**src/rtl/rf_arb_pkg.sv**
```systemverilog
// Shared types and constants for the register-file write-port arbiter.
package rf_arb_pkg;

  typedef enum logic [1:0] {
    ST_INIT  = 2'd0,
    ST_RUN   = 2'd1,
    ST_FORCE = 2'd2
  } arb_state_t;

  localparam int REG_ADDR_W = 5;
  localparam int REG_COUNT  = 32;

endpackage

```
**src/rtl/rf_clear_counter.sv**
```systemverilog
// Address sweep counter used to zero the register file after reset.
module rf_clear_counter
  import rf_arb_pkg::*;
(
  input  logic                  clk,
  input  logic                  rst,
  input  logic                  en,
  output logic [REG_ADDR_W-1:0] cnt,
  output logic                  done
);

  always_ff @(posedge clk or posedge rst) begin
    if (rst) begin
      cnt <= '0;
    end else if (en) begin
      cnt <= cnt + REG_ADDR_W'(1);
    end
  end

  assign done = (cnt == REG_ADDR_W'(REG_COUNT - 1));

endmodule

```
**src/rtl/rf_write_arbiter.sv**
```systemverilog
// Owns the register-file write port; shares it between the reset clear sweep,
// pipeline write-back and an auxiliary requester with bounded aux starvation.
module rf_write_arbiter
  import rf_arb_pkg::*;
#(
  parameter int XLEN           = 32,
  parameter int MAX_WAIT       = 4,
  parameter int CLEAR_ON_RESET = 1
) (
  input  logic                  clk,
  input  logic                  rst,
  input  logic                  wb_we,
  input  logic [REG_ADDR_W-1:0] wb_rd,
  input  logic [XLEN-1:0]       wb_data,
  input  logic                  aux_valid,
  output logic                  aux_ready,
  input  logic [REG_ADDR_W-1:0] aux_rd,
  input  logic [XLEN-1:0]       aux_data,
  output logic                  rf_we,
  output logic [REG_ADDR_W-1:0] rf_a3,
  output logic [XLEN-1:0]       rf_wd3,
  output logic                  pipe_stall,
  output logic                  init_busy
);

  localparam int WAIT_W = (MAX_WAIT < 1) ? 1 : $clog2(MAX_WAIT + 1);
  localparam logic [WAIT_W-1:0] WAIT_MAX  = WAIT_W'(MAX_WAIT);
  localparam logic [WAIT_W-1:0] WAIT_LAST = WAIT_W'(MAX_WAIT - 1);
  localparam arb_state_t RESET_STATE = (CLEAR_ON_RESET != 0) ? ST_INIT : ST_RUN;

  arb_state_t            state, state_nxt;
  logic [WAIT_W-1:0]     wait_cnt, wait_nxt;
  logic [REG_ADDR_W-1:0] clr_cnt;
  logic                  clr_done;
  logic                  clr_en;
  logic                  wb_req;

  rf_clear_counter u_clear (
    .clk  (clk),
    .rst  (rst),
    .en   (clr_en),
    .cnt  (clr_cnt),
    .done (clr_done)
  );

  always_ff @(posedge clk or posedge rst) begin
    if (rst) begin
      state    <= RESET_STATE;
      wait_cnt <= '0;
    end else begin
      state    <= state_nxt;
      wait_cnt <= wait_nxt;
    end
  end

  // Writes to x0 are dropped by WB, so they leave the slot free for aux.
  assign wb_req = wb_we && (wb_rd != '0);

  always_comb begin
    state_nxt  = state;
    wait_nxt   = wait_cnt;
    clr_en     = 1'b0;
    rf_we      = 1'b0;
    rf_a3      = '0;
    rf_wd3     = '0;
    aux_ready  = 1'b0;
    pipe_stall = 1'b0;
    init_busy  = 1'b0;

    case (state)
      ST_INIT: begin
        clr_en     = 1'b1;
        rf_we      = 1'b1;
        rf_a3      = clr_cnt;
        pipe_stall = 1'b1;
        init_busy  = 1'b1;
        if (clr_done) state_nxt = ST_RUN;
      end

      ST_RUN: begin
        if (wb_req) begin
          rf_we  = 1'b1;
          rf_a3  = wb_rd;
          rf_wd3 = wb_data;
          if (aux_valid) begin
            if (wait_cnt != WAIT_MAX) wait_nxt = wait_cnt + WAIT_W'(1);
            if (wait_cnt == WAIT_LAST) state_nxt = ST_FORCE;
          end else begin
            wait_nxt = '0;
          end
        end else if (aux_valid) begin
          aux_ready = 1'b1;
          rf_we     = (aux_rd != '0);
          rf_a3     = aux_rd;
          rf_wd3    = aux_data;
          wait_nxt  = '0;
        end else begin
          wait_nxt = '0;
        end
      end

      ST_FORCE: begin
        pipe_stall = 1'b1;
        aux_ready  = 1'b1;
        wait_nxt   = '0;
        state_nxt  = ST_RUN;
        if (aux_valid) begin
          rf_we  = (aux_rd != '0);
          rf_a3  = aux_rd;
          rf_wd3 = aux_data;
        end
      end

      default: begin
        state_nxt = ST_RUN;
        wait_nxt  = '0;
      end
    endcase

    if (rst) begin
      rf_we      = 1'b0;
      rf_a3      = '0;
      rf_wd3     = '0;
      aux_ready  = 1'b0;
      pipe_stall = 1'b1;
      init_busy  = (CLEAR_ON_RESET != 0);
    end
  end

endmodule

```
**config.mk**
```make
export PLATFORM = sky130hd
export DESIGN_NAME = rf_write_arbiter
export DESIGN_NICKNAME = d
export VERILOG_FILES = /design/src/rtl/rf_arb_pkg.sv /design/src/rtl/rf_clear_counter.sv /design/src/rtl/rf_write_arbiter.sv
export SDC_FILE = /design/constraint.sdc
export NUM_CORES = 1
export LEC_CHECK = 0
export BUFFER_PORTS_ARGS = -buffer_cell sky130_fd_sc_hd__buf_2
export CAP_MARGIN = 20
export CORE_ASPECT_RATIO = 1.25
export CORE_MARGIN = 2
export CORE_UTILIZATION = 39
export CTS_CLUSTER_DIAMETER = 50
export DETAILED_ROUTE_END_ITERATION = 6
export PLACE_DENSITY = 0.86
export SYNTH_ARGS = -nofsm -noshare
export SYNTH_HDL_FRONTEND = slang
export SYNTH_SLANG_ARGS = --single-unit
```
**constraint.sdc**
```tcl
create_clock -name clk -period 2.7 [get_ports clk]
set_input_delay 0.27 -clock clk [delete_from_list [all_inputs] [get_ports clk]]
set_output_delay 0.27 -clock clk [all_outputs]
set_load 0.01 [all_outputs]
```
==> results of run 1 <==
==> cells by family after synthesis <==
group	synth area share
adder cells (fa/ha/maj)	0.0938
AND/OR/NAND/NOR	0.115
multiplexers	0.0271
flip-flops	0.209
buffers and inverters	0.0918
AO/OA/AOI/OAI	0.442
XOR/XNOR	0.0219
==> metal layers <==
layer	vias up	routed length (µm)	track usage
met5	-	0	0
met4	0	20	0.0801
met3	4	242	0.0204
met2	63	2350	0.441
met1	688	1490	0.236
li1	714	-	-
==> placed cells by master, fill, tap and decap left out, drive strengths merged, types with 2 or more instances in the layout <==
cell type  count
mux2           2
nor2           5
o21ai          3
xnor2          2
a22o          33
dfrtp         10
o2bb2ai        5
o31ai          2
nand2          5
clkbuf         4
buf          120
or3            3
a31oi          2
ha             9
and3           2
inv            8
a22oi          5
==> worst min-delay path, cell delays in order <==
cell and delay, ns:
buf_2 0.11, inv_1 0.06, buf_4 0.19
==> power by group through the flow <==
stage	logic (mW)	registers, mW	clock network (mW)
detailed placement	0.691	0.224	0
global route	0.765	0.228	0.144
global placement	0.677	0.223	0
floorplan	0.489	0.214	0
finish	0.698	0.222	0.132
CTS	0.698	0.222	0.134
==> flip-flops by register name (all words and copies together) (netlist names) <==
| signal | count |
|---|---|
| state | 2 |
| u_clear.cnt | 5 |
| wait_cnt | 3 |
==> per-stage QoR <==
step,hold slack [ns],instance area [µm²],cells
after floorplan,0.126,1200,121
after global placement,0.292,1770,268
after detailed placement,0.295,1770,268
after CTS,0.0103,1810,272
after global routing,0.0272,1810,272
final,0.00750,1810,272
==> final timing paths <==
| check | to | slack (ns) | cells past startpoint |
|---|---|---|---|
| worst min register to register | u_clear.cnt[3] | 0.52 | 1 |
| worst max-delay path | rf_wd3[11] | 0.22 | 7 |
| worst min-delay path | wait_cnt[2] | 0.008 | 3 |
| worst max register to register | wait_cnt[0] | 0.87 | 6 |
| max in group asynchronous | state[0] | 2.55 | 3 |
| min in group clk | state[1] | 0.39 | 3 |
==> layout make-up <==
| cell class | instances | area, µm² |
|---|---|---|
| inverters | 8 | 30.0 |
| fillers | 278 | 1140 |
| multi-input cells | 94 | 841 |
| well taps | 36 | 45.0 |
| flip-flops and latches | 10 | 250 |
| clock buffers | 4 | 36.3 |
| repair buffers | 120 | 606 |
==> timing repair <==
action | CTS | global route
setup buffers | 0 | 0
endpoints found under the setup margin | 0 | 30
hold buffers | 0 | 0
gates resized for setup | 0 | 1
==> metrics.yaml, run 1 <==
global_routing:
  grt_antenna_before_repair: 0
  gr-total-overflow: 0
  track_usage: 0.225
  grt_max_degree: 33
  grt_pass1_wl_um: 5910
  first_global_vias: 1397
sta:
  fin_skew_ns: 0.00410
  worst_slack_ns: 0.220
  setup_viol: 0
  worst_slew_pin_slew_ns: 0.506
  fmax_mhz: 403
  hold_viol_final: 0
  min_period_ns: 2.48
  post-route-period-util: 0.918
  slew_violations: 0
  slew_headroom: 0.662
  rsz0062_at_grt: "no"
  timing.setup.tns_ns: 0
synthesis:
  synthCells: 121
  synth_ff_type: "dfrtp_1"
  synth_commonest_cells: "26 x a22o_2, 10 x dfrtp_1, 9 x ha_1, 8 x inv_1, 7 x a22o_1"
  yosysSeqAreaShare: 0.209
  yosysTopAreaCell: "a22o_2"
  ys_ff_latch: 10
  synth_edf_count: 0
  ys_warn_count: 0
  synth_top_area_share: 0.217
  yosysMostFrequentCell: "a22o_2"
  synth_fp_nets: 208
  syn_area_um2: 1200
  ys_async_sr_fraction: 1.00
  synth.avg_cell_area_um2: 9.92
  synth_cell_type_count: 39
  synth_area_leaders: "a22o_2 22%, dfrtp_1 21%, ha_1 9.4%"
final_layout:
  final_core_util: 0.614
  syn2layout_area_growth_pct: 50.7
  nNetsFinal: 324
  n_antenna_cell: 0
  drive_gt1_frac: 0.678
route:
  vias: 1469
  drtPass1Iterations: 4
  drt_wl_total_um: 4110
  postRouteAntennaNets: 0
  drc: 0
  wire_per_inst_um: 15.1
  viasPerCell: 5.40
  drt_iter0_markers: 42
cts:
  clock_sinks: 10
  numCtsBuffers: 3
  clock_path_buffers: 2
  clk_latency_ns: 0.26
  cts_tree: "yes"
  htreeDepth: 1
  clk_pin_slew_ns: 0.06
  cts_root_buf: "clkbuf_4"
critical_path:
  path_cells: "inv_1 -> ha_1 -> nand4bb_1 -> o211a_4 -> nor2_8 -> a22o_2 -> buf_2"
  path_max_fanout: 32
  crit_start: "state[1]"
  critPathLaunchType: "flip-flop"
  worst_ep_arrival_time_ns: 2.21
  reg2reg_from: "state[1]"
  cp_top_family: "simple AND/OR/NAND/NOR gates"
  crit_buf_inv: 2
  cpPeakStageDelay_ns: 0.40
  cp_data_required_time_ns: 2.43
  path_class: "reg2out"
  worstSetupEndpointType: "primary output"
  slowest_stage: "dfrtp_1"
hold_path:
  hp-class: "in2async"
floorplan:
  core_um2: 2950
  start_util: 0.407
  die_x_um: 53.6
  row_count: 22
  dieArea_um2: 3540
  io_pins: 119
  die_height_um: 66.0
power_and_ir_drop:
  p_comb_frac: 0.664
  p_leak_nw: 1.04
  p_clk_frac: 0.125
  peakVddDrop_mv: 0.392
  p_seq_frac: 0.211
  intPower_mw: 0.596
  p_per_area_nw_per_um2: 582
  swShare: 0.433
  p_total_mw: 1.05
  p_switching_mw: 0.455
job:
  drv_cap: 0
placement:
  io_buffer_count: 118
  gp_congestion: 0.866
  pre_cts_ws_ns: 0.437
  dp_hpwl_um: 3440
run_status:
  status: "complete, no violations"
Note: power is estimated with default switching activity, not from simulation.
==> run 2, diff against run 1 <==
- CORE_UTILIZATION: 39 -> 36
- PLACE_DENSITY: 0.86 -> 0.81
- clock period: 2.7 -> 2.5 ns (I/O delays scaled with it)
==> run 2 against run 1 <==
Effect of this change:
- total power grew 17%
- cell count is 1.8% higher
- via count rose by 0.54%
- sequential power is 9% higher
- register-to-register slack worse by 0.21 ns
- worst setup slack got worse by 0.061 ns
- critical path depth is 1 higher
- highest routed layer unchanged
==> metrics.yaml, run 2 (synthesis results as in run 1) <==
run_status:
  status: "complete, no violations"
sta:
  rsz0062_at_grt: "no"
  fmax_mhz: 427
  hold_viol_final: 0
  worst_slew_pin_slew_ns: 0.513
  slew_violations: 0
  fin_skew_ns: 0.00651
  worst_slack_ns: 0.159
  min_period_ns: 2.34
  slew_headroom: 0.658
  setup_viol: 0
  post-route-period-util: 0.936
  timing.setup.tns_ns: 0
floorplan:
  die_x_um: 55.6
  start_util: 0.376
  io_pins: 119
  dieArea_um2: 3810
  core_um2: 3190
  row_count: 23
  die_height_um: 68.5
power_and_ir_drop:
  swShare: 0.419
  p_seq_frac: 0.195
  p_per_area_nw_per_um2: 658
  p_switching_mw: 0.517
  p_leak_nw: 1.07
  intPower_mw: 0.718
  p_comb_frac: 0.636
  peakVddDrop_mv: 0.547
  p_clk_frac: 0.169
critical_path:
  worst_ep_arrival_time_ns: 2.09
  critPathLaunchType: "flip-flop"
  cp_data_required_time_ns: 2.25
  path_max_fanout: 32
  rr_worst_depth: 6
  reg2reg_slack_ns: 0.66
  r2r-end: "wait_cnt[0]"
  worstSetupEndpointType: "primary output"
  path_class: "reg2out"
  reg2reg_from: "state[1]"
cts:
  htreeDepth: 1
  clock_path_buffers: 2
  cts_root_buf: "clkbuf_8"
  clock_sinks: 10
  cts_tree: "yes"
  clk_latency_ns: 0.24
  numCtsBuffers: 3
  clk_pin_slew_ns: 0.05
global_routing:
  gr-total-overflow: 0
  first_global_vias: 1330
  track_usage: 0.210
  grt_antenna_before_repair: 2
  grt_pass1_wl_um: 6310
  grt_max_degree: 33
final_layout:
  final_cell_area_um2: 1880
  nFillCells: 296
  largest_register: "u_clear.cnt"
  reg_top3: "u_clear.cnt (5), wait_cnt (3), state (2)"
  nNetsFinal: 326
  syn2layout_area_growth_pct: 56.4
  final_common_cell: "buf_2"
  final_cell_mix: "118 x buf_2, 26 x a22o_2, 10 x dfrtp_1"
  largest_reg_flops: 5
  drive_gt1_frac: 0.681
  final_core_util: 0.588
route:
  drt_wl_total_um: 4280
  drtPass1Iterations: 4
  vias: 1477
  viasPerCell: 5.33
  postRouteAntennaNets: 0
  wire_per_inst_um: 15.5
  drt_iter0_markers: 50
  drc: 0
job:
  drv_cap: 0
placement:
  gp_congestion: 0.892
  dp_hpwl_um: 3510
  pre_cts_ws_ns: 0.349
  placed_cell_area_um2: 1780
  io_buffer_count: 118
hold_path:
  hp-class: "in2async"
[run 2: changes by cell type in the layout (fill, tap and decap cells not counted)]
cell,previous run,this run
buf_12,0,2
buf_4,2,1
clkbuf_4,3,0
clkbuf_8,1,4
diode_2,0,2
nor2_4,0,1
[run 2: repair_timing]
action | 4_1_cts | 5_1_grt
setup buffers | 0 | 1
setup endpoints to repair | 0 | 32
hold buffers | 0 | 0
resized for setup | 0 | 1
[run 2: power groups by stage]
stage	Combinational, mW	Clock, mW	Sequential (mW)
floorplan	0.528	0	0.231
CTS	0.761	0.212	0.241
detailed placement	0.759	0	0.244
finish	0.786	0.208	0.241
global route	0.860	0.219	0.246
global placement	0.753	0	0.239
[run 2: through the flow]
stage / power [mW] / hold WS, ns / cells
6_report: 1.24 / 0.0143 / 277
5_1_grt: 1.33 / 0.0518 / 275
4_1_cts: 1.21 / 0.0177 / 273
3_5_place_dp: 1.00 / 0.277 / 269
3_3_place_gp: 0.992 / 0.273 / 269
2_1_floorplan: 0.759 / 0.106 / 121
[run 2: cell type report]
type,instances,area (µm²),area share
clock buffers,4,55.1,0.0293
inverters,8,30.0,0.0160
flip-flops and latches,10,250,0.133
multi-input cells,95,852,0.454
diodes,2,5.00,0.00267
repair buffers,121,638,0.340
well taps,37,46.3,0.0247
[run 2: critical path, stage by stage (launching register included)]
cell and delay, ns:
dfrtp_1 0.41, inv_1 0.09, ha_1 0.28, and2_2 0.29, o31ai_4 0.11, nor2_2 0.17
buf_12 0.20, a22o_2 0.17, buf_2 0.12
[run 2: metal layers]
layer / global-route usage / share of wire / up-vias
met5: 0 / 0 / -
met3: 0.0914 / 0.13 / 4
met1: 0.231 / 0.38 / 663
li1: - / - / 719
met2: 0.376 / 0.48 / 91
met4: 0.0549 / 0.0093 / 0
[run 2: worst max-delay path by stage]
stage / from / end / slack [ns] / cells past startpoint
after CTS: state[1] / rf_wd3[23] / 0.08 / 8
after global placement: state[1] / rf_wd3[23] / 0.38 / 7
after global routing: state[1] / rf_wd3[23] / 0.02 / 8
after floorplan: state[1] / rf_wd3[10] / 0.61 / 8
final: state[1] / rf_wd3[23] / 0.16 / 8
after detailed placement: state[1] / rf_wd3[23] / 0.35 / 8
==> run 3, diff against run 2 <==
- CORE_MARGIN: 2 -> not set
- CORE_UTILIZATION: 36 -> 37
- CTS_BUF_LIST: not set -> sky130_fd_sc_hd__clkbuf_8
- PLACE_DENSITY: 0.81 -> 0.83
==> run 3 against run 2 <==
Effect of this change:
- die area shrank 8.8%
- count of clock-buffer cells in the layout is the same
- sequential power hardly changed
- register-to-register slack about the same
- combinational power up 0.5%
- critical endpoint is now rf_wd3[27]
- clock power is 3% lower
- via count decreased by 0.81%
- largest power group unchanged
- total power down 0.35%
- clock skew decreased by 0.0042 ns
- hold slack better by 0.010 ns
- sequential share of layout area is essentially flat
- non-clock buffer count is the same
==> metrics.yaml, run 3 (synthesis results as in run 1) <==
floorplan:
  row_count: 22
  io_pins: 119
  core_um2: 3000
  die_height_um: 65.7
  start_util: 0.400
  die_x_um: 52.9
  dieArea_um2: 3480
sta:
  fmax_mhz: 430
  worst_slew_pin_slew_ns: 0.537
  post-route-period-util: 0.931
  setup_viol: 0
  timing.setup.tns_ns: 0
  rsz0062_at_grt: "no"
  fin_skew_ns: 0.00228
  slew_headroom: 0.642
  slew_violations: 0
  hold-worst-slack_ns: 0.0244
  hold_viol_final: 0
  worst_slack_ns: 0.172
  min_period_ns: 2.33
cts:
  clk_latency_ns: 0.24
  numCtsBuffers: 3
  cts_tree: "yes"
  cts_hold_buf: 0
  htreeDepth: 1
  cts_root_buf: "clkbuf_8"
  clock_sinks: 10
  clk_pin_slew_ns: 0.05
  clock_path_buffers: 2
critical_path:
  worst_ep_arrival_time_ns: 2.08
  critPathLaunchType: "flip-flop"
  cp_top_family: "simple AND/OR/NAND/NOR gates"
  crit_buf_inv: 3
  cpPeakStageDelay_ns: 0.41
  path_max_fanout: 32
  path_class: "reg2out"
  cp_data_required_time_ns: 2.25
  path_cells: "inv_1 -> ha_1 -> and2_2 -> o31ai_4 -> nor2_2 -> buf_12 -> a22o_2 -> buf_2"
  worstSetupEndpointType: "primary output"
  slowest_stage: "dfrtp_1"
final_layout:
  final_cells: 274
  n_antenna_cell: 0
  largest_register: "u_clear.cnt"
  nNetsFinal: 326
  final_core_util: 0.624
  final_common_cell: "buf_2"
  largest_reg_flops: 5
  drive_gt1_frac: 0.685
  final_cell_mix: "118 x buf_2, 26 x a22o_2, 10 x dfrtp_1"
  reg_top3: "u_clear.cnt (5), wait_cnt (3), state (2)"
  syn2layout_area_growth_pct: 56.1
  final_cell_area_um2: 1870
route:
  drt_wl_total_um: 4230
  wl_met3_um: 297
  wire_per_inst_um: 15.4
  viasPerCell: 5.35
  wl_met2_um: 2400
  postRouteAntennaNets: 0
  drtPass1Iterations: 4
  drt_iter0_markers: 20
  drt-met1-wl_um: 1460
  vias: 1465
  drc: 0
  top_layer: "met4"
run_status:
  status: "complete, no violations"
global_routing:
  gr-total-overflow: 0
  first_global_vias: 1436
  track_usage: 0.235
  grt_pass1_wl_um: 6090
  grt_max_degree: 33
  grt_antenna_before_repair: 0
placement:
  placed_cell_area_um2: 1780
  dp_hpwl_um: 3360
  gp_congestion: 0.859
  pre_cts_ws_ns: 0.347
  placedCellCount: 268
  io_buffer_count: 118
power_and_ir_drop:
  p_per_area_nw_per_um2: 657
  p_leak_nw: 1.06
  peakVddDrop_mv: 0.548
  p_total_mw: 1.23
hold_path:
  hp-class: "in2async"
job:
  drv_cap: 0
-- run 3: cell types whose count changed in the layout (fill, tap and decap cells not counted), sizes merged --
| cell | delta |
|---|---|
| diode | -2 |
-- run 3: final cells by class --
cell class	count	area, µm²
clock buffers	4	55.1
fillers	302	1130
inverters	8	30.0
multi-input cells	95	855
flip-flops and latches	10	250
well taps	36	45.0
repair buffers	121	638
-- run 3: path summary, 6_finish.rpt --
path	end	slack, ns	depth (start not counted)	startpoint
worst max register to register	wait_cnt[0]	0.67	6	state[1]
worst min-delay path	u_clear.cnt[2]	0.02	3	rst
worst max-delay path	rf_wd3[27]	0.17	8	state[1]
worst min register to register	u_clear.cnt[3]	0.53	1	u_clear.cnt[3]
max in group asynchronous	state[0]	2.32	3	rst
min in group clk	state[1]	0.39	3	wb_we
-- run 3: tightest hold or removal path, stage by stage --
cell and delay (ns):
buf_2 0.11, inv_1 0.06, buf_4 0.19
-- run 3: repair_timing --
action                                 4_1_cts  5_1_grt
buffers inserted                             0        1
resized for setup                            0        2
setup endpoints to repair                    0       32
endpoints found under the hold margin        0        0
-- run 3: layer usage --
metal  up-vias  global-route usage
met2        70               0.443
met1       670               0.239
met5         -                   0
met4         0              0.0954
li1        716                   -
met3         9              0.0532
-- run 3: report_power, final --
| part | total [mW] | switching (mW) | internal (mW) |
|---|---|---|---|
| registers | 0.239 | 0.0381 | 0.201 |
| logic | 0.790 | 0.410 | 0.380 |
| clock network | 0.202 | 0.0636 | 0.138 |
